==> src/rtl/dds_pkg.sv <==
// Shared constants and helpers for the DDS phase path.
// Holds default widths, reset tuning word and an FTW helper.
package dds_pkg;

    localparam int PHASE_W = 32;
    localparam int ADDR_W  = 10;
    localparam int QUAD_W  = 2;

    localparam logic [31:0] FTW_RESET = 32'h0041_8937;

    // Tuning word for a given output frequency at a 1 MHz sample rate.
    function automatic logic [31:0] ftw_for_hz(input logic [31:0] hz);
        logic [63:0] num;
        logic [63:0] quo;
        num = {hz, 32'h0};
        quo = num / 64'd1_000_000;
        return quo[31:0];
    endfunction

endpackage

==> src/rtl/rising_edge_detect.sv <==
// Level-to-pulse rising edge detector in the clk_100MHz domain.
// Ports: clk_100MHz, rst (sync, high), din (level), pulse (1-cycle).
module rising_edge_detect (
    input  logic clk_100MHz,
    input  logic rst,
    input  logic din,
    output logic pulse
);

    logic din_d;

    // Resetting to 1 suppresses a false edge when din is already
    // high as reset releases.
    always_ff @(posedge clk_100MHz) begin
        if (rst) din_d <= 1'b1;
        else     din_d <= din;
    end

    assign pulse = din & ~din_d;

endmodule

==> src/rtl/dds_phase_generator.sv <==
// DDS phase accumulator driven by 1 MHz sample ticks.
// Ports: clk_100MHz, rst, clk_1MHz, en, ftw_in/valid/ready,
//        phase, ftw_active, lut_addr, lut_negate, sample_stb.
module dds_phase_generator #(
    parameter int                  PHASE_W   = dds_pkg::PHASE_W,
    parameter int                  ADDR_W    = dds_pkg::ADDR_W,
    parameter logic [PHASE_W-1:0]  FTW_RESET = dds_pkg::FTW_RESET
) (
    input  logic               clk_100MHz,
    input  logic               rst,
    input  logic               clk_1MHz,
    input  logic               en,
    input  logic [PHASE_W-1:0] ftw_in,
    input  logic               ftw_valid,
    output logic               ftw_ready,
    output logic [PHASE_W-1:0] phase,
    output logic [PHASE_W-1:0] ftw_active,
    output logic [ADDR_W-1:0]  lut_addr,
    output logic               lut_negate,
    output logic               sample_stb
);

    import dds_pkg::*;

    logic               edge_pulse;
    logic               tick;
    logic               xfer;
    logic               pend_full;
    logic               pend_nxt;
    logic [PHASE_W-1:0] pend_ftw;
    logic [PHASE_W-1:0] phase_nxt;
    logic [QUAD_W-1:0]  quad;
    logic [ADDR_W-1:0]  idx;

    rising_edge_detect u_edge (
        .clk_100MHz (clk_100MHz),
        .rst        (rst),
        .din        (clk_1MHz),
        .pulse      (edge_pulse)
    );

    assign tick      = edge_pulse & en;
    assign xfer      = ftw_valid & ftw_ready;
    assign phase_nxt = phase + ftw_active;
    assign quad      = phase_nxt[PHASE_W-1 -: QUAD_W];
    assign idx       = phase_nxt[PHASE_W-QUAD_W-1 -: ADDR_W];

    // A transfer needs an empty slot, so it never collides with a
    // tick that drains a full one.
    always_comb begin
        pend_nxt = pend_full;
        if (tick) pend_nxt = 1'b0;
        if (xfer) pend_nxt = 1'b1;
    end

    always_ff @(posedge clk_100MHz) begin
        if (rst) begin
            phase      <= '0;
            ftw_active <= FTW_RESET;
            pend_ftw   <= '0;
            pend_full  <= 1'b0;
            ftw_ready  <= 1'b0;
            lut_addr   <= '0;
            lut_negate <= 1'b0;
            sample_stb <= 1'b0;
        end else begin
            sample_stb <= tick;
            pend_full  <= pend_nxt;
            ftw_ready  <= ~pend_nxt;
            if (xfer) pend_ftw <= ftw_in;
            if (tick) begin
                phase      <= phase_nxt;
                // Odd quadrants walk the quarter-wave table backwards.
                lut_addr   <= quad[0] ? ~idx : idx;
                lut_negate <= quad[1];
                if (pend_full) ftw_active <= pend_ftw;
            end
        end
    end

endmodule

==> config.mk <==
export PLATFORM = sky130hd
export DESIGN_NAME = dds_phase_generator
export DESIGN_NICKNAME = d
export VERILOG_FILES = /design/src/rtl/dds_pkg.sv /design/src/rtl/rising_edge_detect.sv /design/src/rtl/dds_phase_generator.sv
export SDC_FILE = /design/constraint.sdc
export NUM_CORES = 1
export LEC_CHECK = 0
export CAP_MARGIN = 25
export CORE_MARGIN = 2
export CORE_UTILIZATION = 40
export DETAILED_ROUTE_END_ITERATION = 10
export MAX_ROUTING_LAYER = met4
export SETUP_SLACK_MARGIN = 0.3
export SYNTH_ARGS = -nofsm -noshare
export SYNTH_HDL_FRONTEND = slang
export SYNTH_SLANG_ARGS = --single-unit
==> constraint.sdc <==
create_clock -name clk_100MHz -period 4.9 [get_ports clk_100MHz]
set_input_delay 0.735 -clock clk_100MHz [delete_from_list [all_inputs] [get_ports clk_100MHz]]
set_output_delay 0.735 -clock clk_100MHz [all_outputs]
set_load 0.02 [all_outputs]
=== Word-level counts from Yosys, hierarchy flattened ===
Index checks and enable logic that the tools add are counted.

* Add/subtract/negate cells: 1
* Multiplexer cells: 3
* Bitwise logic cells: 6
* Reduce and logical (&&, ||, !) cells: 1

{| class="wikitable"
|+ Operators with widths
! operator !! count
|-
| $add A32 B32 Y32 || 1
|-
| $mux W10 || 1
|-
| $not A10 Y10 || 1
|-
| $and A1 B1 Y1 || 3
|-
| $mux W1 || 2
|-
| $not A1 Y1 || 2
|-
| $reduce_and A2 Y1 || 1
|}

* Bits in registers: 111
* Output and inout bits: 77

=== Logic depth before layout (Yosys ltp) ===
Gate-level depths: netlist of the first run.

* Word-level depth: 6
* Gate-level depth with buffers: 12

=== By module ===
Synthesis of the first run repeated with hierarchy kept, for this count alone.

* Cells, all modules: 722
* Area, all modules: 5,688.0 um^2

{| class="wikitable"
|+ Modules (own cells, without submodules)
! module !! times used !! cells each !! area an instance (um^2) !! seq. area each (um^2)
|-
| dds_phase_generator || 1 || 719 || 5,655.4 || 2,182.1
|-
| rising_edge_detect || 1 || 3 || 32.5 || 20.0
|}

=== Worst setup path before layout of the first run ===
Ideal clock, no wire load.

* Kind: register to register
* Start point: reg phase[0]
* End point: reg lut_addr[4]
* Setup time: 86 ps
* Arrival time: 3,055 ps
* Data required time: 4,814 ps
* Setup slack: 1,760 ps
* Cell stages (with the launch flop): 13
* Buffers on the path: 1
* Period minus slack after synthesis: 3,140 ps
* Cell sequence: dfxtp_1 > ha_1 > fa_1 > a21o_1 > a221oi_2 > o21ai_2 > a31oi_4 > o21ai_2 > o31a_1 > a211oi_2 > buf_6 > xnor2_1 > a211oi_1

* Longest elaborated chain between the ends: 3

{| class="wikitable"
|+ Ends and longest elaborated chain
! what !! line !! text
|-
| from (decl) || dds_phase_generator.sv:16 || <nowiki>output logic [PHASE_W-1:0] phase,</nowiki>
|-
| from (signal assigned) || dds_phase_generator.sv:72 || <nowiki>phase <= phase_nxt;</nowiki>
|-
| $add A32 B32 Y32 (*) || dds_phase_generator.sv:44 || <nowiki>assign phase_nxt = phase + ftw_active;</nowiki>
|-
| $not A10 Y10 || dds_phase_generator.sv:74 || <nowiki>lut_addr <= quad[0] ? ~idx : idx;</nowiki>
|-
| $mux W10 (*) || dds_phase_generator.sv:74 ||
|-
| to (signal assigned) || dds_phase_generator.sv:74 ||
|-
| to (decl) || dds_phase_generator.sv:18 || <nowiki>output logic [ADDR_W-1:0] lut_addr,</nowiki>
|}

Mark *: on every way between the ends. The rest lies on a longest branch, timed or not.
A chain may end at the register's enable or synchronous reset.

=== Final worst setup path of the first run ===
Same ends and word-level chain as after synthesis.

==> results of run 1 <==
==> routing by layer <==
layer | track usage | vias up | share of wire
met5 | - | - | 0
met4 | 0.0690 | 0 | 0.0071
met3 | 0.0265 | 8 | 0.044
met2 | 0.338 | 96 | 0.47
met1 | 0.290 | 2352 | 0.48
li1 | - | 2682 | -
==> power groups by stage <==
stage,logic [mW],clock network (mW),registers [mW]
finish,0.171,0.692,0.932
global route,0.188,0.744,0.935
CTS,0.173,0.712,0.932
detailed placement,0.172,0,0.953
global placement,0.165,0,0.952
floorplan,0.0883,0,0.961
==> metrics by stage <==
| stage | utilization | std cells |
|---|---|---|
| after global placement | 0.495 | 978 |
| after CTS | 0.520 | 997 |
| after floorplan | - | 730 |
| final | 0.520 | 997 |
| after detailed placement | 0.501 | 982 |
| after global routing | 0.520 | 997 |
==> logic make-up after synthesis <==
logic type | after synthesis | synth area share
and+or+nand+nor | 302 | 0.233
AOI/OAI and AO/OA | 197 | 0.211
DFF | 110 | 0.392
buffers and inverters | 55 | 0.0388
xor gates and xnor gates | 33 | 0.0515
adders and majority gates | 32 | 0.0726
muxes | 1 | 0.00178
==> area by class of cell <==
cell class	instances	area, um2	area share
Tap cell	180	225	0.0314
Sequential cell	110	2200	0.307
Clock inverter	5	35.0	0.00489
Multi-Input combinational cell	565	3200	0.447
Clock buffer	10	229	0.0320
Inverter	6	22.5	0.00314
Timing Repair Buffer	121	1240	0.174
==> worst register-to-register path, delay by kind of cell, from the launching register on <==
kind | cells | cell delay (ns)
AO/OA/AOI/OAI | 8 | 2.06
XOR/XNOR | 1 | 0.09
adder cells (fa/ha/maj) | 2 | 0.65
buffers and inverters | 1 | 0.29
flip-flops | 1 | 0.33
==> layout by cell type, fill, tap and decap left out, types with 4 or more instances in the layout <==
cell,netlist,final
a211oi_1,18,18
a21o_1,11,11
a21oi_1,114,114
a31oi_1,6,6
buf_4,1,5
clkbuf_16,0,9
clkdlybuf4s50_1,0,112
dfxtp_1,110,110
ha_1,31,31
inv_1,6,6
nand2_1,217,217
nand3_1,10,10
nand3b_1,12,12
nand4_1,9,9
nor2_1,26,25
o21ai_0,20,20
o21bai_1,4,4
xnor2_1,24,24
xor2_1,9,9
==> registers in the layout, indices dropped and copies added (netlist names) <==
| register | count |
|---|---|
| lut_addr | 10 |
| pend_ftw | 32 |
| phase | 32 |
| u_edge.din_d | 1 |
| pend_full | 1 |
| ftw_ready | 1 |
| ftw_active | 32 |
| sample_stb | 1 |
==> worst paths after layout <==
check | startpoint | to | cells past startpoint
max | phase[0] | lut_addr[4] | 12
min | pend_ftw[6] | ftw_active[6] | 2
max reg2reg | phase[0] | lut_addr[4] | 12
min reg2reg | pend_ftw[6] | ftw_active[6] | 2
==> results.yml, run 1 <==
outcome:
  status: "finished clean"
critical_path:
  endpoint_kind: "flip-flop"
  slowest_stage: "a211oi_2"
  cpLargestDelayFamily: "compound AO/OA/AOI/OAI gates"
  r2r_setup_slack_ns: 1.40
  max_stage_delay_ns: 0.44
  critPathBufInv: 1
  critPathLaunchType: "flip-flop"
  path_cells: "ha_1, fa_1, a21o_1, a221oi_2, o21ai_2, a31oi_4, o21ai_2, o31a_1, a211oi_2, buf_4, xnor2_1, a211oi_1"
  path_class: "flip-flop to flip-flop"
  critical_path_required_ns: 5.18
  crit_path_max_fanout: 10
  crit_top_cell: "o21ai_2"
  critical_path_arrival_ns: 3.77
clock_network:
  cts_setup_buffers: 0
  cts.sinks: 110
  cts_root_buf: "clkbuf_16"
  clk_latency_ns: 0.36
  cts_buffers: 9
  cts_hold_buf: 0
  cts_tree: "yes"
  cts_buffer_depth: 2
  cts_max_level: 3
  clk_pin_slew_ns: 0.08
  cts_resized: 0
drt:
  wl_per_cell_um: 15.5
  postRouteAntennaNets: 0
  wl_mm: 15.4
  vias: 5138
  viasPerCell: 5.15
  first_pass_iters: 5
  drc: 0
  drtIter0Drc: 245
logic_synthesis:
  seq_area_frac_synth: 0.392
  ys_ff_latch: 110
  syn-instance-count: 730
  netlist_area_um2: 5620
  ys_top_cells_by_count: "217 x nand2_1, 114 x a21oi_1, 110 x dfxtp_1"
  post-synth-top-count-cell: "nand2_1"
  synth_nets: 799
  avgSynthCellArea_um2: 7.69
  synth_area_leaders: "dfxtp_1 39%, nand2_1 15%, a21oi_1 10%, ha_1 6.9%, xnor2_1 3.7%"
  yosys.area.top_type_share: 0.392
  ys.flop_type: "dfxtp_1"
  synth_edf_count: 0
  async_flop_share: 0
  synth_area_leader_cell: "dfxtp_1"
  ys_types: 53
  yosysWarnings: 0
power:
  peakVddDrop_mv: 0.196
  power_density_nw_per_um2: 251
  p_seq_frac: 0.519
  switching_share: 0.252
  combPwrFrac: 0.095
  p_int_mw: 1.34
  p_leak_nw: 2.65
  switching_power_mw: 0.452
  clock_power_share: 0.386
  power.total_mw: 1.79
global_routing:
  grtUsageTotal: 0.216
  grt_pass1_wl_mm: 24.8
  grt_pass1_vias: 4868
  grt_max_degree: 85
  grt_overflow: 0
  antenna_found_initial: 0
placed_design:
  io_buffers: 113
  hpwl_mm: 11.3
  pre_cts_ws_ns: 1.35
  gp_congestion: 0.875
  placed_cell_area_um2: 6900
sta:
  clock_skew_ns: 0.00831
  worst_slack_ns: 1.40
  finalSetupTns_ns: 0
  period_needed_ns: 3.50
  slew_violations: 0
  hold_viol: 0
  setup_violations: 0
  slew_headroom: 0.477
  max_freq_mhz: 286
  hold-worst-slack_ns: 0.447
  worstMarginPinSlew_ns: 0.784
  min_period_over_period: 0.714
  rsz0062_at_grt: "false"
die:
  die-area_um2: 15000
  die_h_um: 122
  core_area_um2: 13800
  rows: 43
  ioPinCount: 114
  fp.dieW_um: 122
  initial_core_util: 0.408
layout:
  n_fill_cell: 1397
  area_growth_pct: 27.5
  design_area_um2: 7160
  drive_above_1_share: 0.0441
  insertedDiodeCount: 0
  nets: 882
flow_run:
  drv_cap: 0
worst_hold_path:
  min_path_type: "flip-flop to flip-flop"
Power figures use the tool's default switching activity.
==> inputs of run 2 (changes only) <==
Clock period 4.9 ns to 3.6 ns, I/O delays scaled along.
==> run 2 against run 1 <==
  * Worst hold slack improved by 0.0075 ns
  * Clock skew about the same
  * Flip-flop and latch count unchanged
  * Combinational power increased by 39%
  * Setup slack got worse by 0.94 ns
  * Highest routed layer unchanged
  * Die area unchanged
  * Cell count increased by 0.70%
  * Sequential power increased by 36%
  * Clock power increased by 46%
  * Routed wire length increased by 0.60%
  * Largest power group unchanged
  * Critical endpoint is now lut_addr[0]
  * Sequential share of layout area decreased by 0.49 points
==> results.yml, run 2 (synthesized netlist as in run 1, its figures left out) <==
drt:
  drc: 0
  wl_per_cell_um: 15.5
  first_pass_iters: 5
  drtIter0Drc: 247
  wl_mm: 15.5
  vias: 5257
  postRouteAntennaNets: 0
  viasPerCell: 5.24
die:
  die_h_um: 122
  initial_core_util: 0.408
  die-area_um2: 15000
  core_area_um2: 13800
  fp.dieW_um: 122
  ioPinCount: 114
  rows: 43
outcome:
  status: "finished clean"
placed_design:
  pre_cts_ws_ns: 0.269
  gp_congestion: 0.872
  io_buffers: 113
  hpwl_mm: 11.5
sta:
  clock_skew_ns: 0.00847
  hold_viol: 0
  worstMarginPinSlew_ns: 0.622
  worst_slack_ns: 0.461
  rsz0062_at_grt: "false"
  finalSetupTns_ns: 0
  slew_headroom: 0.580
  period_needed_ns: 3.14
  min_period_over_period: 0.872
  max_freq_mhz: 319
  setup_violations: 0
  slew_violations: 0
clock_network:
  cts.sinks: 110
  cts_buffer_depth: 2
  cts_root_buf: "clkbuf_16"
  cts_buffers: 9
  cts_max_level: 3
  cts_tree: "yes"
  clk_pin_slew_ns: 0.08
  clk_latency_ns: 0.35
layout:
  n_fill_cell: 1359
  nets: 888
  largest_registers: "ftw_active x32, pend_ftw x32, phase x32"
  drive_above_1_share: 0.0583
  final_common_cell: "nand2_1"
  insertedDiodeCount: 0
  area_growth_pct: 29.6
  mostFrequentLayoutCells: "217 x nand2_1, 114 x a21oi_1, 112 x clkdlybuf4s50_1"
power:
  peakVddDrop_mv: 0.208
  combPwrFrac: 0.095
  switching_share: 0.262
  p_leak_nw: 2.70
  switching_power_mw: 0.660
  power_density_nw_per_um2: 345
  p_int_mw: 1.85
  p_seq_frac: 0.504
  clock_power_share: 0.401
global_routing:
  grtUsageTotal: 0.211
  grt_overflow: 0
  grt_max_degree: 94
  antenna_found_initial: 0
  grt_pass1_vias: 4774
  grt_pass1_wl_mm: 24.0
critical_path:
  crit_path_max_fanout: 5
  path_class: "flip-flop to flip-flop"
  critical_path_arrival_ns: 3.43
  endpoint_kind: "flip-flop"
  critical_path_required_ns: 3.89
  critPathLaunchType: "flip-flop"
worst_hold_path:
  min_path_type: "flip-flop to flip-flop"
flow_run:
  drv_cap: 0
-- run 2: cell types whose count changed in the layout (fill, tap and decap cells not counted), sizes merged --
cell	change
buf	+6
clkinv	+1
inv	+1
clkbuf	-1
-- run 2: per-stage QoR --
| step | hold slack [ns] | power [mW] | util | cells | instance area [um2] |
|---|---|---|---|---|---|
| 5_1_grt | 0.460 | 2.62 | 0.528 | 1004 | 7280 |
| 6_report | 0.454 | 2.51 | 0.528 | 1004 | 7280 |
| 2_1_floorplan | 0.432 | 1.43 | - | 730 | 5620 |
| 3_3_place_gp | 0.436 | 1.52 | 0.496 | 981 | 6840 |
| 4_1_cts | 0.451 | 2.54 | 0.525 | 1001 | 7230 |
| 3_5_place_dp | 0.444 | 1.53 | 0.502 | 984 | 6920 |
-- run 2: repair_timing --
item / CTS / global route
hold buffers: 0 / 0
hold endpoints to repair: 0 / 0
buffers inserted: 1 / 2
gates resized for setup: 1 / 9
cloned: 0 / 1
pin swaps: 1 / 6
setup endpoints to repair: 6 / 10
-- run 2: final cells by class --
class / count / area [um2] / area share
Clock buffer: 9 / 225 / 0.0309
Clock inverter: 7 / 77.6 / 0.0107
Inverter: 6 / 22.5 / 0.00309
Multi-Input combinational cell: 565 / 3230 / 0.444
Sequential cell: 110 / 2200 / 0.303
Tap cell: 180 / 225 / 0.0309
Timing Repair Buffer: 127 / 1300 / 0.178
-- run 2: metal layers --
| layer | track usage | vias up | wire [um] |
|---|---|---|---|
| met5 | - | - | 0 |
| met4 | 0.0682 | 0 | 180 |
| met3 | 0.0274 | 11 | 679 |
| met2 | 0.333 | 132 | 7300 |
| met1 | 0.283 | 2416 | 7360 |
| li1 | - | 2698 | - |
-- run 2: worst paths after layout --
| kind | endpoint | slack (ns) | startpoint | cells after the start |
|---|---|---|---|---|
| worst min register to register | ftw_active[26] | 0.45 | pend_ftw[26] | 2 |
| worst max register to register | lut_addr[0] | 0.46 | phase[0] | 12 |
| worst max-delay path | lut_addr[0] | 0.46 | phase[0] | 12 |
| worst min-delay path | ftw_active[26] | 0.45 | pend_ftw[26] | 2 |
-- run 2: power groups by stage --
stage / combinational, mW / sequential (mW) / clock (mW)
after floorplan: 0.120 / 1.31 / 0
after global placement: 0.226 / 1.30 / 0
after detailed placement: 0.236 / 1.30 / 0
after CTS: 0.238 / 1.27 / 1.04
after global routing: 0.260 / 1.27 / 1.08
final: 0.238 / 1.27 / 1.01
-- run 2: worst max-delay path: stages, from the launching register on --
cell and delay, ns:
dfxtp_1 0.33, ha_2 0.21, fa_2 0.35, a21o_1 0.21, a221oi_2 0.29, o21ai_2 0.13
a31oi_4 0.28, o21ai_4 0.12, a21oi_1 0.20, a211oi_2 0.09, buf_4 0.18, or4_2 0.60
nand3_1 0.09
==> RTL edit 1: new RTL, flow settings as in run 2 <==
The package constant `ADDR_W` goes from 10 to 9.
--- a/src/rtl/dds_pkg.sv
+++ b/src/rtl/dds_pkg.sv
@@ -5,3 +5,3 @@
     localparam int PHASE_W = 32;
-    localparam int ADDR_W  = 10;
+    localparam int ADDR_W  = 9;
     localparam int QUAD_W  = 2;
Ports: changed (resized lut_addr); port bits go from 114 to 113. No check against the original RTL was run, so the function may have changed too.
==> RTL edit 1 against run 2 <==
  * Non-clock buffer count is 6 lower
  * Highest routed layer unchanged
  * Critical path type unchanged
  * Final cell count is 1.3% lower
  * Total power is 2.0% lower
  * Setup slack better by 0.078 ns
  * Count of clock-buffer cells in the layout stayed put
  * Synthesized area is 1.0% higher
  * Final area is 1.6% lower
  * Routed wire length is 0.35% higher
  * Sequential cell count is 1 lower
==> RTL edit 1: results (changes against run 2) <==
| Metric | Value |
|---|---|
| Synth area leaders | `dfxtp_1, nand2_1, a21oi_1` |
| Async S/R FF share, synth | `0% (unchanged)` |
| Skew final | `0.00792 ns (-0.000547 ns)` |
| Port Buffers | `112 (-0.88%)` |
| Worst Path Max Fanout | `10 (+5)` |
| Commonest cells post-synth | `nand2_1, a21oi_1, dfxtp_1, nor2_1, ha_1` |
| R2R setup slack | `0.54 ns (+0.08 ns)` |
| Post-CTS Setup Repair Bufs | `0 (-1)` |
| Largest stage delay, worst path | `0.44 ns (-0.16 ns)` |
| Slew @ Worst Pin | `0.849 ns (+0.228 ns)` |
| WL/cell | `15.7 microns (+1.7%)` |
| VDD IR max | `0.299 mV (+44%)` |
| Gpl congestion | `0.876 (+0.46%)` |
| DP Wirelength | `11.6 mm (+0.58%)` |
| Outcome | `finished, final reports clean` |
| Vias in the first global route | `4888 (+2.4%)` |
| Die width | `123 microns (+0.49%)` |
| Cells after Synth | `717 (-1.8%)` |
| Critical Path AT | `3.32 ns (-0.11 ns)` |
| Yosys cell types | `64 (+21%)` |
| Layout cells sized above 1 | `6.78% (+0.96 points)` |
| Hold Path Origin | `pend_ftw[31]` |
| Final std cells w/o fill | `991 (-1.3%)` |
| Switching part of the total | `26.0% (-0.26 points)` |
| Placed Instances | `974 (-1.0%)` |
| Routed vias/inst | `5.15 (-1.6%)` |
| Drt first-iter violations | `266 (+7.7%)` |
| Leakage | `2.66 nW (-1.4%)` |
| Global-route wire length before repair | `25.0 mm (+3.9%)` |
| DRT Pass-1 Iters | `6 (+1)` |
| Synth warnings | `0 (unchanged)` |
| Nets@finish | `875 (-1.5%)` |
| Post-Syn Nets | `786 (-1.6%)` |
| Critical Path Start | `phase[0]` |
| Fill count | `1352 (-0.52%)` |
| Post-CTS sizing | `0 (-1)` |
| Largest net degree at the start of global routing | `81 (-14%)` |
| GRT Total Usage | `22.0% (+0.81 points)` |
| Antenna violations before repair | `0 (unchanged)` |
| Sequential element share of the synthesized area | `38.5% (-0.74 points)` |
[RTL edit 1: cell count changes in the layout (fill, tap and decap cells not counted), sizes merged, moves of 7 or more]
cell	delta
a211oi	-11
nand2	-12
nor2	+15
nor3	+7
o21ai	-11
xnor2	-7
[RTL edit 1: layer usage]
metal	routed length (microns)	up-vias	global-route usage, %
met3	794	14	2.68
met1	7770	2330	31.2
met4	210	0	7.53
met2	6810	116	32.3
met5	0	-	-
li1	-	2645	-
[RTL edit 1: cells by family (layout without fill, tap and decap cells)]
group	after synthesis	count (layout)	synth area share, %
DFF	109	109	38.5
muxes	2	2	0.397
xor gates and xnor gates	24	24	3.84
and+or+nand+nor	313	313	24.2
buffers and inverters	47	141	4.70
adders and majority gates	32	32	7.19
AOI/OAI and AO/OA	190	190	21.2
[RTL edit 1: area by class of cell]
type                    instances  share of cell area (%)
well taps                     180                    3.15
inverters                       4                   0.210
multi-input cells             561                    45.1
flip-flops and latches        109                    30.5
clock buffers                   9                    3.15
repair buffers                121                    16.9
clock inverters                 7                    1.01
[RTL edit 1: power groups by stage]
stage	Combinational, mW	Sequential [mW]	Clock [mW]
2_1_floorplan	0.116	1.29	0
3_3_place_gp	0.205	1.28	0
3_5_place_dp	0.207	1.28	0
4_1_cts	0.208	1.25	1.03
5_1_grt	0.231	1.26	1.07
6_report	0.209	1.25	1.00
[RTL edit 1: worst register-to-register path, stage by stage, from the launching register on]
cell	delay, ns
dfxtp_1	0.33
ha_1	0.23
fa_1	0.43
a211oi_2	0.29
o211ai_2	0.15
a31oi_4	0.23
a2111oi_4	0.11
o31ai_2	0.24
a21oi_2	0.12
xor2_2	0.44
nor3_1	0.10
nor4_1	0.28
[RTL edit 1: per-stage QoR]
step                power, mW  util [%]  area (sq um)  hold slack (ns)  setup WS [ns]
floorplan                1.40         -          5670            0.432          0.597
global placement         1.49      49.1          6820            0.437          0.642
detailed placement       1.49      49.3          6850            0.444          0.558
CTS                      2.49      51.5          7150            0.455          0.530
global route             2.55      51.6          7160            0.470          0.290
finish                   2.46      51.6          7160            0.456          0.539
[RTL edit 1: worst paths after layout]
kind | cells past startpoint | end
min reg2reg | 2 | ftw_active[31]
min | 2 | ftw_active[31]
max | 11 | lut_addr[5]
max reg2reg | 11 | lut_addr[5]
==> RTL edit 2: new RTL, settings of run 2 <==
Without the edit above. Reset style: asynchronous (`rst`), changed in 2 clocked blocks.
--- a/src/rtl/rising_edge_detect.sv
+++ b/src/rtl/rising_edge_detect.sv
@@ -13,3 +13,3 @@
     // high as reset releases.
-    always_ff @(posedge clk_100MHz) begin
+    always_ff @(posedge clk_100MHz or posedge rst) begin
         if (rst) din_d <= 1'b1;
--- a/src/rtl/dds_phase_generator.sv
+++ b/src/rtl/dds_phase_generator.sv
@@ -55,3 +55,3 @@
 
-    always_ff @(posedge clk_100MHz) begin
+    always_ff @(posedge clk_100MHz or posedge rst) begin
         if (rst) begin
Function: differs if rst is asserted again (counterexample within 4 cycles, from zero or initial values and one cycle with rst high); with rst held inactive, the same outputs for 10 cycles.
==> RTL edit 2 against run 2 <==
  * Routed wire length down 11%
  * Final area rose by 3.5%
  * Synthesized area rose by 6.0%
  * Setup slack improved by 0.048 ns
  * First-iteration DRC count down 38%
  * Via count shrank 17%
  * Core utilization is 1.0 points lower
  * Sequential cell count unchanged
  * Critical path type unchanged
Power is left out: it rests on default switching activity, and per cell area and clock period it moved more than threefold.
==> RTL edit 2: results (changes against run 2) <==
| Metric | Value |
|---|---|
| Skew final | `0.0122 ns (+0.00374 ns)` |
| Post-Syn Nets | `607 (-24%)` |
| Area share of fa/ha/maj cells after synthesis | `6.85% (-0.41 points)` |
| Compound-Gate Fraction of Synth Area | `14.5% (-6.6 points)` |
| Outcome | `finished, final reports clean` |
| CP max stage cell | `fa_1` |
| Slew @ Worst Pin | `0.561 ns (-0.0603 ns)` |
| Largest net degree at the start of global routing | `111 (+18%)` |
| Routed vias/inst | `5.25 (+0.27%)` |
| Critical Path AT | `3.34 ns (-0.09 ns)` |
| GRT Total Usage | `18.6% (-2.5 points)` |
| Async S/R FF share, synth | `100% (+100 points)` |
| DRT Pass-1 Iters | `4 (-1)` |
| WL/cell | `16.5 microns (+6.6%)` |
| Vias in the first global route | `4502 (-5.7%)` |
| Yosys cell types | `64 (+21%)` |
| XOR/XNOR share of the synthesized area | `6.71% (+1.6 points)` |
| Drt first-iter violations | `153 (-38%)` |
| Wire length on met1 | `6.35 mm (-14%)` |
| Sequential element share of the synthesized area | `46.5% (+7.3 points)` |
| Gpl congestion | `0.847 (-2.9%)` |
| Worst Path Max Fanout | `11 (+6)` |
| Multiplexer share of the synthesized area | `12.5% (+12 points)` |
| Largest stage delay, worst path | `0.43 ns (-0.17 ns)` |
| Top_reg_cell synth | `dfrtp_1` |
| Synth area leaders | `dfrtp_1, mux2_2, ha_1` |
| Commonest cells post-synth | `dfrtp_1, nand2_1, mux2_2, o21ai_0` |
| DP Wirelength | `10.0 mm (-13%)` |
## RTL edit 2: changes by cell type in the layout (fill, tap and decap cells not counted), sizes merged, moves of 7 or more
| cell | run 2 | this run |
|---|---|---|
| mux2 | 0 | 66 |
| a21oi | 115 | 31 |
| o21ai | 22 | 44 |
| nand2 | 217 | 79 |
| xnor2 | 24 | 17 |
| dfstp | 0 | 11 |
| dfxtp | 110 | 0 |
| a211oi | 19 | 6 |
| nand3b | 12 | 0 |
| dfrtp | 0 | 99 |
| nor2 | 26 | 15 |
## RTL edit 2: repair_timing
action	CTS	global route
buffers inserted	0	2
hold buffers	0	0
resized for setup	0	1
endpoints found under the setup margin	0	2
## RTL edit 2: path summary, 6_finish.rpt
path / startpoint / end / slack (ns) / depth (start not counted)
worst max register to register: phase[0] / lut_addr[7] / 0.51 / 11
worst max-delay path: phase[0] / lut_addr[7] / 0.51 / 11
max in group asynchronous: rst / phase[11] / 2.47 / 3
min in group asynchronous: rst / phase[27] / 0.71 / 3
worst min-delay path: lut_addr[2] / lut_addr[2] / 0.49 / 2
worst min register to register: lut_addr[2] / lut_addr[2] / 0.49 / 2
## RTL edit 2: layout make-up
class / count / area, sq um
fill: 1345 / 7000
multi-input combinational: 397 / 3000
sequential: 110 / 2770
timing repair buffer: 122 / 1210
clock buffer: 13 / 250
tap: 184 / 230
clock inverter: 3 / 43.8
inverter: 7 / 30.0
## RTL edit 2: logic make-up after synthesis
group / count (synthesis)
simple gates: 132
mux: 66
compound gates: 131
xor+xnor: 36
fa+ha+maj: 32
buf+inv: 31
flops: 110
## RTL edit 2: metal layers
metal | up-vias | global-route usage [%]
li1 | 2140 | -
met1 | 2143 | 23.8
met2 | 90 | 30.0
met3 | 16 | 3.61
met4 | 0 | 5.88
met5 | - | -
## RTL edit 2: worst reg2reg max path: stages, from the launching register on
cell      delay (ns)
dfrtp_1         0.41
ha_1            0.24
fa_1            0.43
a211oi_1        0.26
o21a_1          0.27
a211oi_2        0.12
o21ai_2         0.24
o31ai_4         0.11
xor2_2          0.17
buf_4           0.24
xnor3_1         0.24
mux2_2          0.27
## RTL edit 2: stage by stage
step                      area [sq um]  instances  worst slack [ns]  hold slack [ns]  utilization, %
after floorplan                   5960        538             0.652            0.465               -
after global placement            7230        818             0.512            0.471            49.7
after detailed placement          7230        818             0.440            0.476            49.7
after CTS                         7520        834             0.388            0.490            51.7
after global routing              7530        836             0.304            0.513            51.8
final                             7530        836             0.508            0.487            51.8
